[src/rtl/cur_block_buffer.sv]
// cur_block_buffer: fetches the 8x8 current luma block from frame memory.
// The block lands in a shadow bank. At the block boundary it is promoted to
// an active bank, which is served one 64-bit row at a time to the SAD array.
//
// Ports:
//   clk, rst       clock, asynchronous active-high reset
//   en             global enable; all state holds while low
//   next_block     pulse: start fetching the next block
//   swap           pulse: promote shadow bank to active bank
//   cur_in         memory read data (8 pixels, MSB = leftmost)
//   row_sel        active-bank row to present on cur_out
//   cur_mem_addr   byte address of the current fetch beat (held when idle)
//   cur_rd_en      read strobe
//   cur_out        active-bank row row_sel (combinational)
//   cur_valid      active bank holds a valid block
//   load_busy      fetch or drain in progress
//   overrun        sticky: next_block while a block was outstanding
//   underrun       sticky: swap while the shadow bank was not ready
//
// Optional build macro CUR_BUF_STATS_EN adds blk_count (good swaps, wraps)
// and miss_count (underrun events, saturates).

module cur_block_buffer #(
    parameter int unsigned BLOCKS_PER_LINE = 482,
    parameter int unsigned LINE_STRIDE     = 3856,
    parameter int unsigned FRAME_BASE      = 0,
    parameter int unsigned RD_LAT          = 1
) (
    input  logic        clk,
    input  logic        rst,
    input  logic        en,
    input  logic        next_block,
    input  logic        swap,
    input  logic [63:0] cur_in,
    input  logic [2:0]  row_sel,
    output logic [31:0] cur_mem_addr,
    output logic        cur_rd_en,
    output logic [63:0] cur_out,
    output logic        cur_valid,
    output logic        load_busy,
    output logic        overrun,
    output logic        underrun
`ifdef CUR_BUF_STATS_EN
    ,
    output logic [15:0] blk_count,
    output logic [15:0] miss_count
`endif
);

    localparam int unsigned BxW = (BLOCKS_PER_LINE > 1) ? $clog2(BLOCKS_PER_LINE) : 1;

    typedef enum logic [1:0] {StIdle, StFetch, StDrain, StReady} state_e;

    state_e         state_q, state_d;
    logic [2:0]     beat_q, beat_d;
    logic [BxW-1:0] bx_q, bx_d;
    logic [15:0]    by_q, by_d;
    logic [31:0]    addr_calc, addr_q;
    logic [63:0]    shadow_q [8];
    logic [63:0]    active_q [8];
    // Delay line matching memory latency: issue flag and row index per beat.
    logic           pipe_vld_q [RD_LAT];
    logic [2:0]     pipe_row_q [RD_LAT];
    logic           issue, cap, swap_ok, start;

    assign issue   = en && (state_q == StFetch);
    assign cap     = en && pipe_vld_q[RD_LAT-1];
    assign swap_ok = en && swap && (state_q == StReady);

    assign addr_calc = 32'(FRAME_BASE)
                     + 32'(by_q) * (32'(LINE_STRIDE) << 3)
                     + (32'(bx_q) << 3)
                     + 32'(beat_q) * 32'(LINE_STRIDE);

    assign cur_rd_en    = issue;
    assign cur_mem_addr = (state_q == StFetch) ? addr_calc : addr_q;
    assign load_busy    = (state_q == StFetch) || (state_q == StDrain);
    assign cur_out      = active_q[row_sel];

    always_comb begin
        state_d = state_q;
        beat_d  = beat_q;
        bx_d    = bx_q;
        by_d    = by_q;
        start   = 1'b0;
        if (en) begin
            unique case (state_q)
                StIdle: begin
                    if (next_block) start = 1'b1;
                end
                StFetch: begin
                    beat_d = beat_q + 3'd1;
                    if (beat_q == 3'd7) begin
                        state_d = StDrain;
                        if (bx_q == BxW'(BLOCKS_PER_LINE - 1)) begin
                            bx_d = '0;
                            by_d = by_q + 16'd1;
                        end else begin
                            bx_d = bx_q + BxW'(1);
                        end
                    end
                end
                StDrain: begin
                    // Row 7 is always the last beat to come back.
                    if (pipe_vld_q[RD_LAT-1] && (pipe_row_q[RD_LAT-1] == 3'd7)) begin
                        state_d = StReady;
                    end
                end
                StReady: begin
                    if (swap) begin
                        state_d = StIdle;
                        // Promotion and refetch share the edge; shadow is free.
                        if (next_block) start = 1'b1;
                    end
                end
            endcase
        end
        if (start) begin
            state_d = StFetch;
            beat_d  = 3'd0;
        end
    end

    always_ff @(posedge clk or posedge rst) begin
        if (rst) begin
            state_q   <= StIdle;
            beat_q    <= '0;
            bx_q      <= '0;
            by_q      <= '0;
            addr_q    <= '0;
            cur_valid <= 1'b0;
            overrun   <= 1'b0;
            underrun  <= 1'b0;
            for (int unsigned i = 0; i < 8; i++) begin
                shadow_q[i] <= '0;
                active_q[i] <= '0;
            end
            for (int unsigned i = 0; i < RD_LAT; i++) begin
                pipe_vld_q[i] <= 1'b0;
                pipe_row_q[i] <= '0;
            end
        end else begin
            state_q <= state_d;
            beat_q  <= beat_d;
            bx_q    <= bx_d;
            by_q    <= by_d;
            if (issue) addr_q <= addr_calc;
            if (en) begin
                pipe_vld_q[0] <= issue;
                pipe_row_q[0] <= beat_q;
                for (int unsigned i = 1; i < RD_LAT; i++) begin
                    pipe_vld_q[i] <= pipe_vld_q[i-1];
                    pipe_row_q[i] <= pipe_row_q[i-1];
                end
            end
            if (cap) shadow_q[pipe_row_q[RD_LAT-1]] <= cur_in;
            if (en && swap) begin
                if (state_q == StReady) begin
                    for (int unsigned i = 0; i < 8; i++) active_q[i] <= shadow_q[i];
                    cur_valid <= 1'b1;
                end else begin
                    cur_valid <= 1'b0;
                    underrun  <= 1'b1;
                end
            end
            if (en && next_block && (state_q != StIdle) && !swap_ok) overrun <= 1'b1;
        end
    end

`ifdef CUR_BUF_STATS_EN
    always_ff @(posedge clk or posedge rst) begin
        if (rst) begin
            blk_count  <= '0;
            miss_count <= '0;
        end else if (en && swap) begin
            if (state_q == StReady) begin
                blk_count <= blk_count + 16'd1;
            end else if (miss_count != 16'hFFFF) begin
                miss_count <= miss_count + 16'd1;
            end
        end
    end
`endif

endmodule
[config.mk]
export PLATFORM = sky130hd
export DESIGN_NAME = cur_block_buffer
export DESIGN_NICKNAME = d
export VERILOG_FILES = /design/src/rtl/cur_block_buffer.sv
export SDC_FILE = /design/constraint.sdc
export NUM_CORES = 2
export LEC_CHECK = 0
export ABC_AREA = 1
export CAP_MARGIN = 10
export CORE_ASPECT_RATIO = 1.1
export CORE_MARGIN = 4
export CORE_UTILIZATION = 35
export CTS_CLUSTER_DIAMETER = 50
export CTS_CLUSTER_SIZE = 28
export DETAILED_ROUTE_END_ITERATION = 16
export DONT_BUFFER_PORTS = 1
export PLACE_DENSITY = 0.48
export SYNTH_ARGS = -nofsm -noshare
export SYNTH_HDL_FRONTEND = slang
export SYNTH_SLANG_ARGS = --single-unit
[constraint.sdc]
create_clock -name clk -period 51.6 [get_ports clk]
set_input_delay 15.48 -clock clk [delete_from_list [all_inputs] [get_ports clk]]
set_output_delay 15.48 -clock clk [all_outputs]
set_load 0.03 [all_outputs]
# After elaboration in Yosys (flattened, before gate mapping)
# Index checks and enable logic that the tools add are counted.
# word_totals
input_bits	72
output_inout_bits	101
regBits	1093
# op_classes
bitwise_logic	3
n_mux	22
n_addsub	5
magnitude_cmp	3
mul	2
eq_ne	9
reduce_logical	22
# ops
cell	count
512-bit bitwise mux	1
64-bit binary-select mux with 3-bit select	1
64-bit demux with 3-bit select	1
64-bit two-way mux	3
31-bit by 12-bit adder with 32-bit output	1
32-bit by 15-bit adder with 32-bit output	1
32-bit two-way mux	1
16-bit by 8-bit multiplier with 24-bit output, second input constant	1
16-bit by 1-bit adder with 16-bit output, second input constant	1
3-bit by 8-bit multiplier with 11-bit output, second input constant	1
2-bit two-way mux	5
9-bit by 1-bit adder with 9-bit output, second input constant	1
9-bit == test, second input constant	1
1-bit logical AND	9
3-bit two-way mux	3
9-bit two-way mux	1
4-bit >= comparator, second input constant	2
3-bit NOT with 4-bit output	2
3-bit == test, second input constant	2
3-bit by 2-bit != test with 1-bit output, second input constant	2
2-bit one-hot mux with 3 select lines	1
2-bit AND reduction	3
2-bit nonzero test	3
5-bit AND reduction	1
other kinds (14)	18

# Depth between registers and ports, before layout
# logic_depth
depth_word	6
ltp_mapped	23

# Worst setup path after synthesis
# OpenSTA, ideal clock, no wires.
# synth_path
kind	input-to-output
startpoint	in row_sel[0]
endpoint	out cur_out[0]
t_required_ps	36120
setup_slack_ps	19096
n_path_buf	4
cell_stages	7
t_arrival_ps	17024
path_cell_list	inv_1 -> buf_2 -> buf_2 -> buf_2 -> clkbuf_1 -> o21ai_0 -> a31oi_1
# synth_via
elab_chain_cells	4
# synth_lines
element	line	rtl
from (decl)	35	input logic [2:0] row_sel,
3-bit NOT with 4-bit output (not written as such)	78	assign cur_out = active_q[row_sel];
64-bit binary-select mux with 3-bit select	78	
64-bit two-way mux (not written as such) (2 in a row)	78	
to (decl)	38	output logic [63:0] cur_out,
# No other way between the ends. The select of a mux whose other input is x is not followed.

# Final worst setup path
# layout_path
startpoint	in row_sel[0]
endpoint	out cur_out[21]
# The elaborated chain is that of the path after synthesis.

==> results_dict.tcl <==
set metrics [dict create \
    insertion_delay_ns 0.76 \
    p_leak_nw 26.6 \
    antenna_cells 0 \
    vias 35600 \
    routabilityCongestion 0.775 \
    fin_util_pct 39.8 \
    initial_core_util_pct 35.4 \
    synth_async_sr_flop_share_pct 100 \
    layout_common_cells "nand2_1, dfrtp_1, o21ai_0" \
    fin_ws_ns 18.09 \
    drv_cap 0 \
    post_cts_buffers 0 \
    grtUsageTotal_pct 18.3 \
    met2_usage_pct 30.1 \
    fp.coreArea_sq_um 137000 \
    timing.rr.start "by_q[0]$_DFFE_PP0P_" \
    report.final.slew_viol_count 0 \
    ir_drop_mv 0.0334 \
    finalCriticalPeriod_ns 33.51 \
    power.density_nw_per_um2 54.6 \
    cts-root-buf "clkbuf_16" \
    post-route-period-util_pct 64.9 \
    synth_cell_types 37 \
    grt_pass1_vias 35200 \
    busiest_layer "met2" \
    rsz0062_at_grt "no" \
    relSlewSlack_pct 14.3 \
    cts_tree "built" \
    drive_above_1_share_pct 5.80 \
    critPathArrivalTime_ns 18.03 \
    final_common_cell "nand2_1" \
    rr_worst_depth 20 \
    place_hpwl_microns 74000 \
    rows 142 \
    cts_buffer_depth 3 \
    fp.dieArea_sq_um 144000 \
    cts_hold_buffers 0 \
    ys_ff_latch 1090 \
    yosysSeqAreaShare_pct 56.4 \
    dp_slack_ns 18.02 \
    syn2layout_area_growth_pct 12.6 \
    netlist_instances 5635 \
    drtIter0Drc 2644 \
    fin_worst_skew_ns 0.0168 \
    fp.dieH_microns 398 \
    syn_avg_cell_area_sq_um 8.59 \
    drt_pre_antenna_iters 5 \
    wl_microns 129000 \
    grt_max_degree 258 \
    crit_chain "inv_8, buf_4, o21ai_0, nand2_1, nor2_1, a31oi_1" \
    crit_start "row_sel[0]" \
    gr-total-overflow 0 \
    nNetsFinal 5689 \
    status "finished, final reports clean" \
    postCtsResizedCells 0 \
    drcViolationCount 0 \
    cp-end-kind "primary output" \
    grt_pass1_wl_microns 209000 \
    worstHoldPathType "flop to flop" \
    die_x_microns 362 \
    wl_per_cell_microns 17.5 \
    finalHoldViolations 0 \
    r2r_slack_ns 46.49 \
    hp-start "active_q[453]$_DFFE_PP0P_" \
    ant_nets 0 \
    cts.clk_slew.worst_paths_ns 0.05 \
    holdPathStages 2 \
    antenna_found_initial 5 \
    cts.sinks 1090 \
    htree_levels 4 \
    cts_buffers 133 \
    whs_ns 0.459 \
    portBuffers 0 \
    worstHoldEndpoint "active_q[453]$_DFFE_PP0P_" \
    ys.flop_type "dfrtp_1" \
    crit_slowest_cell "a31oi_1" \
    grtUsageMet1_pct 24.9 \
    use_met3_pct 3.33 \
    syn_area_sq_um 48400 \
    cp_slowest_stage_delay_ns 0.84 \
    reg2reg_to "addr_q[25]$_DFFE_PP0P_" \
    tns_ns 0 \
    yosysWarningCount 0 \
    required_ns 36.12 \
    p_total_w 0.00298 \
    via_per_inst 4.82 \
    critPathKind "input pin to primary output" \
    fmax_ghz 0.0298 \
    worst_pin_slew_ns 1.28 \
    critPathMaxFanout 257 \
    ios 173 \
    crit_path_start_kind "input pin" \
    synth_edf_count 0 \
    setup_viol 0 \
]
[cells in the mapped netlist (5+ instances only)]
cell type  count  share of area, %
nor3_1         8             0.083
o21ai_0     1082                11
xnor2_1        7              0.13
inv_1        491               3.8
buf_2         66              0.68
fa_1          47               1.9
xor2_1        33              0.60
o21bai_1       7              0.11
dfrtp_1     1090                56
nand2_2       10              0.13
nand3_1       63              0.65
nand4_1        5             0.065
buf_1         13              0.10
nor2_1       113              0.88
a21oi_1      283               2.9
nor2_2         6             0.078
clkbuf_1     257               2.0
o22ai_1        5             0.065
ha_1          95               2.5
nand2_1     1863                14
a31oi_1       65              0.84
[stage by stage]
step	cells	instance area, sq um
detailed placement	7140	49700
floorplan	5637	48400
global placement	7140	49700
global route	7387	54500
finish	7387	54500
CTS	7387	54500
[metal layers]
| layer | routed length, microns | part of all wire (%) |
|---|---|---|
| met2 | 60700 | 47 |
| met4 | 2720 | 2.1 |
| met1 | 60800 | 47 |
| met5 | 23 | 0.018 |
| met3 | 5120 | 4.0 |
[worst max-delay path: cells and delay by family]
kind | cells | cell delay (ns)
buf+inv | 2 | 1.19
compound gates | 2 | 1.05
simple gates | 2 | 0.15
[cell families after synthesis]
family          count (synthesis)  share of synthesized area, %
compound gates               1450                          15.3
xor+xnor                       40                         0.724
fa+ha+maj                     142                          4.40
buf+inv                       833                          6.67
flops                        1090                          56.4
other cells                     1                       0.00775
simple gates                 2079                          16.6
[where the power goes]
group	internal [W]	total [W]	switching (W)	leakage, nW
clock network	0.000604	0.00101	0.000405	2.32
logic	0.000208	0.000644	0.000436	9.93
registers	0.00118	0.00132	0.000144	14.4
[area by class of cell]
type	instances	area, sq um
inverter	493	1880
clock buffer	152	3520
multi-input combinational	3714	18000
fill	14000	82300
timing repair buffer	43	335
sequential	1090	27300
tap	1800	2250
clock inverter	95	1270
[sequential cells by signal, summed over array words and instances, names as in the netlist]
register	flops
active_q	512
beat_q	3
pipe_vld_q	1
state_q	2
pipe_row_q	3
cur_valid	1
bx_q	9
by_q	16
underrun	1
addr_q	29
overrun	1
shadow_q	512
[how the worst max path moves through the flow]
stage                                          to  slack (ns)  depth (start not counted)
after floorplan           active_q[0]$_DFFE_PP0P_        5.43                          1
after global placement                cur_out[21]       18.03                          6
after detailed placement              cur_out[21]       18.02                          6
after CTS                             cur_out[21]       18.02                          6
after global routing                  cur_out[21]       18.00                          6
final                                 cur_out[21]       18.09                          6
No activity file was read; power rests on OpenSTA's default activity.
